===== src/rtl/truth_table_sequencer.sv =====
// rtl/truth_table_sequencer.sv - sweeps all 16 abcd vectors, captures F and compares it against a golden truth table
module truth_table_sequencer #(
  parameter int SETTLE_CYCLES = 1
) (
  input  logic        clk,
  input  logic        rst,
  input  logic        start,
  input  logic [15:0] expected,
  input  logic        f_in,
  output logic [3:0]  abcd,
  output logic        busy,
  output logic        done,
  output logic [15:0] table_out,
  output logic [4:0]  mismatch_count,
  output logic        pass
);

  typedef enum logic [1:0] {
    IDLE   = 2'd0,
    SETTLE = 2'd1,
    SAMPLE = 2'd2,
    FINISH = 2'd3
  } state_t;

  localparam logic [3:0] SETTLE_LOAD = 4'(SETTLE_CYCLES);

  state_t      state;
  state_t      state_nxt;
  logic [3:0]  idx;
  logic [3:0]  settle_cnt;
  logic [15:0] exp_q;

  assign abcd = idx;
  assign busy = (state != IDLE);

  // State register; reset wins over everything, including a same-cycle start.
  always_ff @(posedge clk) begin
    if (rst) begin
      state <= IDLE;
    end else begin
      state <= state_nxt;
    end
  end

  // Next-state: settle for SETTLE_CYCLES, sample once, repeat for 16 vectors, then one finish cycle.
  always_comb begin
    state_nxt = state;
    case (state)
      IDLE:    if (start) state_nxt = SETTLE;
      SETTLE:  if (settle_cnt <= 4'd1) state_nxt = SAMPLE;
      SAMPLE:  state_nxt = (idx == 4'd15) ? FINISH : SETTLE;
      FINISH:  state_nxt = IDLE;
      default: state_nxt = IDLE;
    endcase
  end

  // Datapath: latch the golden table at start, record F per vector, count mismatches, report at finish.
  always_ff @(posedge clk) begin
    if (rst) begin
      idx            <= 4'd0;
      settle_cnt     <= 4'd0;
      exp_q          <= 16'd0;
      table_out      <= 16'd0;
      mismatch_count <= 5'd0;
      pass           <= 1'b0;
      done           <= 1'b0;
    end else begin
      done <= 1'b0;
      case (state)
        IDLE: begin
          if (start) begin
            exp_q          <= expected;
            table_out      <= 16'd0;
            mismatch_count <= 5'd0;
            pass           <= 1'b0;
            idx            <= 4'd0;
            settle_cnt     <= SETTLE_LOAD;
          end
        end
        SETTLE: begin
          settle_cnt <= settle_cnt - 4'd1;
        end
        SAMPLE: begin
          table_out[idx] <= f_in;
          // At most 16 increments per sweep, so the 5-bit count cannot wrap.
          if (f_in != exp_q[idx]) begin
            mismatch_count <= mismatch_count + 5'd1;
          end
          if (idx == 4'd15) begin
            idx <= 4'd0;
          end else begin
            idx        <= idx + 4'd1;
            settle_cnt <= SETTLE_LOAD;
          end
        end
        FINISH: begin
          done <= 1'b1;
          pass <= (mismatch_count == 5'd0);
        end
        default: begin
          idx <= 4'd0;
        end
      endcase
    end
  end

endmodule

===== config.mk =====
export PLATFORM = sky130hd
export DESIGN_NAME = truth_table_sequencer
export DESIGN_NICKNAME = d
export VERILOG_FILES = /design/src/rtl/truth_table_sequencer.sv
export SDC_FILE = /design/constraint.sdc
export NUM_CORES = 1
export LEC_CHECK = 0
export ABC_AREA = 1
export BUFFER_PORTS_ARGS = -buffer_cell sky130_fd_sc_hd__buf_2
export CELL_PAD_IN_SITES_DETAIL_PLACEMENT = 1
export CELL_PAD_IN_SITES_GLOBAL_PLACEMENT = 1
export CORE_UTILIZATION = 35
export CTS_CLUSTER_DIAMETER = 40
export DETAILED_ROUTE_END_ITERATION = 12
export GPL_ROUTABILITY_DRIVEN = 0
export PLACE_DENSITY = 0.85
export RECOVER_POWER = 25
export SLEW_MARGIN = 30
export SYNTH_ARGS = -nofsm -noshare
export SYNTH_HDL_FRONTEND = slang
export SYNTH_SLANG_ARGS = --single-unit

===== constraint.sdc =====
create_clock -name clk -period 1.42 [get_ports clk]
set_input_delay 0.142 -clock clk [delete_from_list [all_inputs] [get_ports clk]]
set_output_delay 0.142 -clock clk [all_outputs]
set_load 0.03 [all_outputs]

==> results of run 1 <==
[worst max path at each step]
stage          startpoint           endpoint  slack (ns)  depth (start not counted)
3_5_place_dp      abcd[1]       table_out[5]       -0.16                          7
5_1_grt           abcd[0]  mismatch_count[3]       -0.35                         12
2_1_floorplan     abcd[0]  mismatch_count[3]       -0.12                         14
4_1_cts           abcd[0]  mismatch_count[2]       -0.12                         11
6_report          abcd[0]  mismatch_count[3]       -0.26                         12
3_3_place_gp      abcd[0]  mismatch_count[0]       -0.03                         11
[power breakdown]
| part | internal (W) | switching, W |
|---|---|---|
| Clock | 0.000399 | 0.000474 |
| Sequential | 0.00146 | 0.0000596 |
| Combinational | 0.000337 | 0.000561 |
[per-stage QoR]
step	worst slack (ns)	util	area, sq um	std cells	hold WS, ns
after floorplan	-0.115	-	2390	308	0.220
after global placement	-0.0309	0.444	2850	449	0.422
after detailed placement	-0.161	0.444	2850	449	0.432
after CTS	-0.123	0.480	3090	461	0.107
after global routing	-0.348	0.519	3330	468	0.113
final	-0.260	0.519	3330	468	0.100
[kinds of logic after synthesis]
| group | share of synthesized area |
|---|---|
| xor+xnor | 0.0149 |
| buf+inv | 0.113 |
| fa+ha+maj | 0.0425 |
| flops | 0.417 |
| simple gates | 0.214 |
| compound gates | 0.199 |
[sequential cells by signal, indices dropped and copies added (netlist names)]
signal and count:
exp_q 16, abcd 4, state 2, pass 1, mismatch_count 5, table_out 16
done 1, settle_cnt 4
[timing repair]
item / in CTS / in global routing
resized for setup: 37 / 79
hold buffers: 0 / 0
endpoints found under the setup margin: 26 / 47
pin swaps: 10 / 15
setup buffers: 4 / 7
[critical path, delay by kind of cell (launching register included)]
family | cells | cell delay (ns)
buffers and inverters | 1 | 0.07
flip-flops | 1 | 0.45
AND/OR/NAND/NOR | 10 | 0.96
AO/OA/AOI/OAI | 1 | 0.12
[Yosys cell counts, drive strengths merged, types with 2 or more instances]
master / count
inv: 48
nand4: 2
nor2: 33
clkbuf: 6
or2: 2
o21ai: 28
xor2: 3
nor3: 2
ha: 8
a21oi: 46
nand3: 18
dfxtp: 49
buf: 4
a311oi: 5
nand2: 45
a211oi: 2
[layout make-up]
cell class	count	area [sq um]
clock buffer	8	90.1
inverter	48	194
sequential	49	998
tap	77	96.3
multi-input combinational	201	1410
timing repair buffer	85	539
fill	792	3090
[per-layer routing]
metal	wire length [microns]	vias up
met5	0	-
met4	267	0
met3	322	22
met2	4410	76
met1	3560	1200
li1	-	1168
==> key figures, run 1 <==
Power and ir drop
  – Static Leakage: 1.38 nW
  – Max VDD drop: 0.444 mV
  – Overall power: 0.00329 W
  – Power per cell area: 987 nW/um^2

Clocking
  – CTS tree: built
  – Clock root buffer: clkbuf_8
  – CTS H-tree lvls: 2
  – Worst skew pair latency: 0.31 ns
  – Clock Sinks: 49
  – Clk pin slew, worst setup/hold paths: 0.09 ns
  – Total CTS buffers: 5
  – Clock tree buffer depth: 2

Worst setup path
  – CP required: 1.67 ns
  – Worst R2R Setup Slack: -0.26 ns
  – Worst EP arrival: 1.93 ns
  – Worst setup path class: register to register
  – Worst setup EP type: register
  – Crit path launch type: register
  – Critical R2R Launch: abcd[0]
  – R2r worst-path depth: 12
  – Highest-delay cell along the critical path: dfxtp_4
  – Max FO, Critical Path: 11
  – CP max stage delay: 0.45 ns
  – CP dominant cell by count: nand2_2
  – Reg-to-reg endpoint: mismatch_count[3]
  – Worst path cell trace: inv_8 > nand2_2 > nand3_2 > nand2_1 > nand2_1 > nand2_2 > nor2_2 > nand2_2 > nand3_4 > nand2_4 > nand2_2 > a21oi_2

STA
  – Setup-failing EPs final: 26
  – Slew HR: 0.515
  – Worst Tran Pin Value: 0.726 ns
  – RSZ-0062 raised after global routing: yes
  – Clock Skews: 0.00898 ns
  – Tcrit/Tclk final: 1.18
  – Max Transition Viols Final: 0
  – Hold Vio Cnt, Final: 0
  – Minimum clock period: 1.68 ns
  – Setup slack after layout: -0.260 ns
  – F_max: 595 MHz
  – Setup TNS: -3.42 ns

Yosys
  – Register area share after synthesis: 0.417
  – Cell taking the most area after synthesis: dfxtp_1
  – Mapped Cells: 308
  – YS warnings: 0
  – Syn Area/Cell: 7.64 sq um
  – Synth top area share: 0.417
  – Post-synth EDFFs: 0
  – Post-synthesis async set-or-reset flop share: 0
  – Mapped Area: 2350 sq um
  – Syn nets: 336
  – Ys flop type: dfxtp_1
  – Ranking of synthesized cells by area: dfxtp_1, a21oi_1, inv_1, o21ai_0, nand2_1
  – Netlist cell types: 35
  – Synth Register Bits: 49

Global routing
  – Remaining global-route overflow: 0
  – Gr busiest metal: met2
  – M2 GR Usage: 0.379
  – Global-route wire length before repair: 11.9 mm
  – Global-route met3 utilization: 0.0356
  – Number of global-route vias before repair: 2465
  – Largest net degree at the start of global routing: 39
  – Met1 Usage GRT: 0.258
  – Antenna violations before repair: 0
  – GRT Total Usage: 0.214

Final layout
  – Ratio of cells with drive above 1 in the final layout: 0.468
  – ANT cells: 0
  – Commonest non-fill, non-tap cells in the layout: dfxtp_1, inv_1, buf_2
  – NumNets Final: 418
  – Area growth, synth to finish: 41.5%
  – Commonest non-fill, non-tap cell in the layout: dfxtp_1

Hold path
  – Worst Hold Endpoint: exp_q[1]
  – Hold path depth: 3
  – Min-Delay Path Class: input port to register
  – Min-delay src: expected[1]

Drt
  – Routed vias/inst: 5.27
  – DRC Markers: 0
  – Wirelength per Cell: 18.3 microns
  – Vias: 2466
  – DR iter-0 viols: 135
  – Final wirelength: 8.55 mm
  – DRT Pass-1 Iters: 4
  – DRT antenna net count: 0

Floorplanning
  – I/O pins: 48
  – Num rows: 29
  – Core ar.: 6420 sq um
  – DIE WIDTH: 84 microns
  – Die height: 84 microns
  – Initial Utilization: 0.366
  – Die area: 7060 sq um

Outcome
  – Failing checks: setup timing
  – Status: complete, but fails checks

Place
  – Post-DP HPWL: 4.98 mm
  – IO buf count: 47

Job
  – Max_cap viols: 0
No activity file was read; power rests on OpenSTA's default activity.
==> run 2, diff against run 1 <==
- RECOVER_POWER: 25 -> default
- SLEW_MARGIN: 30 -> default
==> run 2 against run 1 <==
Compared with the run above:
- the run still ends with setup timing left
- non-clock buffer count stayed put
- total power is essentially flat
- routed wire length about the same
==> key figures, run 2 (same netlist as run 1, synthesis figures left out) <==
Outcome
  – Status: complete, but fails checks (unchanged)
  – Failing checks: setup timing (unchanged)

Power and ir drop
  – Max VDD drop: 0.444 mV (about the same)
  – Clock power share: 0.266 (was 0.265)
  – Static Leakage: 1.42 nW (was 1.38 nW)
  – P_sw: 0.00110 W (was 0.00109 W)
  – Sw frac: 0.333 (about the same)
  – Gate power share: 0.273 (about the same)
  – Reg power frac: 0.461 (was 0.462)
  – Pint: 0.00219 W (about the same)
  – Power per cell area: 984 nW/um^2 (was 987 nW/um^2)

Final layout
  – Largest regs: exp_q x16, table_out x16, mismatch_count x5 (unchanged)
  – Ratio of cells with drive above 1 in the final layout: 0.494 (was 0.468)
  – ANT cells: 0 (unchanged)
  – NumNets Final: 418 (unchanged)
  – Area growth, synth to finish: 42.1% (was 41.5%)
  – Final instance area: 3340 sq um (was 3330 sq um)
  – Final core utilization: 0.521 (was 0.519)
  – Commonest non-fill, non-tap cell in the layout: buf_2 (was dfxtp_1)
  – Commonest non-fill, non-tap cells in the layout: buf_2, dfxtp_1, inv_1 (was dfxtp_1, inv_1, buf_2)

Global routing
  – Number of global-route vias before repair: 2465 (unchanged)
  – Global-route wire length before repair: 11.9 mm (unchanged)
  – Remaining global-route overflow: 0 (unchanged)
  – GRT Total Usage: 0.214 (unchanged)
  – Largest net degree at the start of global routing: 39 (unchanged)
  – Antenna violations before repair: 0 (unchanged)

Hold path
  – Min-Delay Path Class: input port to register (unchanged)

Worst setup path
  – CP required: 1.67 ns (about the same)
  – Max FO, Critical Path: 11 (unchanged)
  – Worst setup EP type: register (unchanged)
  – Worst EP arrival: 1.93 ns (about the same)
  – Crit path launch type: register (unchanged)
  – Worst setup path class: register to register (unchanged)

Drt
  – DRC Markers: 0 (unchanged)
  – Wirelength per Cell: 18.3 microns (about the same)
  – Final wirelength: 8.56 mm (was 8.55 mm)
  – DRT antenna net count: 0 (unchanged)
  – DR iter-0 viols: 134 (was 135)
  – Routed vias/inst: 5.28 (was 5.27)
  – DRT Pass-1 Iters: 4 (unchanged)
  – Vias: 2470 (was 2466)

Place
  – IO buf count: 47 (unchanged)
  – DP Area: 2850 sq um (unchanged)
  – Worst slack at placement: -0.161 ns (unchanged)
  – Post-DP HPWL: 4.98 mm (unchanged)

Clocking
  – Clk pin slew, worst setup/hold paths: 0.09 ns (about the same)
  – Clock tree buffer depth: 2 (unchanged)
  – CTS tree: built (unchanged)
  – Clock root buffer: clkbuf_8 (unchanged)
  – Clock Sinks: 49 (unchanged)
  – Post-CTS Hold Buffers: 0 (unchanged)
  – Total CTS buffers: 5 (unchanged)
  – Worst skew pair latency: 0.31 ns (about the same)
  – CTS H-tree lvls: 2 (unchanged)

Floorplanning
  – Die area: 7060 sq um (unchanged)
  – I/O pins: 48 (unchanged)
  – DIE WIDTH: 84 microns (unchanged)
  – Core ar.: 6420 sq um (unchanged)
  – Num rows: 29 (unchanged)
  – Die height: 84 microns (unchanged)
  – Initial Utilization: 0.366 (unchanged)

STA
  – Max Transition Viols Final: 0 (unchanged)
  – F_max: 596 MHz (was 595 MHz)
  – Minimum clock period: 1.68 ns (about the same)
  – Setup TNS: -3.40 ns (was -3.42 ns)
  – Tcrit/Tclk final: 1.18 (about the same)
  – Hold Vio Cnt, Final: 0 (unchanged)
  – Setup-failing EPs final: 27 (was 26)
  – Slew HR: 0.516 (was 0.515)
  – RSZ-0062 raised after global routing: yes (unchanged)
  – Setup slack after layout: -0.257 ns (was -0.260 ns)
  – Worst Tran Pin Value: 0.725 ns (was 0.726 ns)
  – Clock Skews: 0.00903 ns (was 0.00898 ns)

Job
  – Max_cap viols: 0 (unchanged)
run 2: area by class of cell:
type                    count  area (sq um)
clock buffers               8          90.1
multi-input cells         201          1410
well taps                  77          96.3
fillers                   786          3080
repair buffers             85           552
inverters                  48           194
flip-flops and latches     49           998
run 2: per-stage QoR:
stage,cells,total power [W],hold WS (ns)
floorplan,308,0.00198,0.220
global placement,449,0.00215,0.422
detailed placement,449,0.00219,0.432
CTS,461,0.00312,0.107
global route,468,0.00342,0.113
finish,468,0.00329,0.101
run 2: worst max-delay path, stage by stage, from the launching register on:
cell and delay (ns):
dfxtp_4 0.45, inv_8 0.07, nand2_2 0.08, nand3_2 0.10
nand2_1 0.12, nand2_1 0.09, nand2_2 0.11, nor2_2 0.06
nand2_2 0.09, nand3_4 0.13, nand2_4 0.13, nand2_2 0.05
a21oi_2 0.12
run 2: power by group through the flow:
stage / sequential (W) / combinational [W] / clock (W)
finish: 0.00152 / 0.000898 / 0.000874
detailed placement: 0.00154 / 0.000647 / 0
global placement: 0.00153 / 0.000618 / 0
floorplan: 0.00154 / 0.000431 / 0
global route: 0.00153 / 0.000973 / 0.000923
CTS: 0.00150 / 0.000734 / 0.000879
run 2: what timing repair did:
action	4_1_cts	5_1_grt
endpoints found under the setup margin	26	47
cloned	0	0
buffers inserted	4	7
pin swaps	10	15
endpoints found under the hold margin	0	0
gates resized for setup	37	79
run 2: worst paths after layout:
path	start	end	slack (ns)	cells after the start
setup / recovery	abcd[0]	mismatch_count[3]	-0.26	12
hold / removal	expected[1]	exp_q[1]	0.10	3
setup reg to reg	abcd[0]	mismatch_count[3]	-0.26	12
hold reg to reg	exp_q[7]	exp_q[7]	0.47	2
run 2: routing by layer:
layer  vias to the layer above  wire, microns  track usage
met5                         -              0            0
met4                         0            255       0.0768
met3                        20            311       0.0356
met2                        65           4400        0.379
met1                      1213           3580        0.258
li1                       1172              -            -
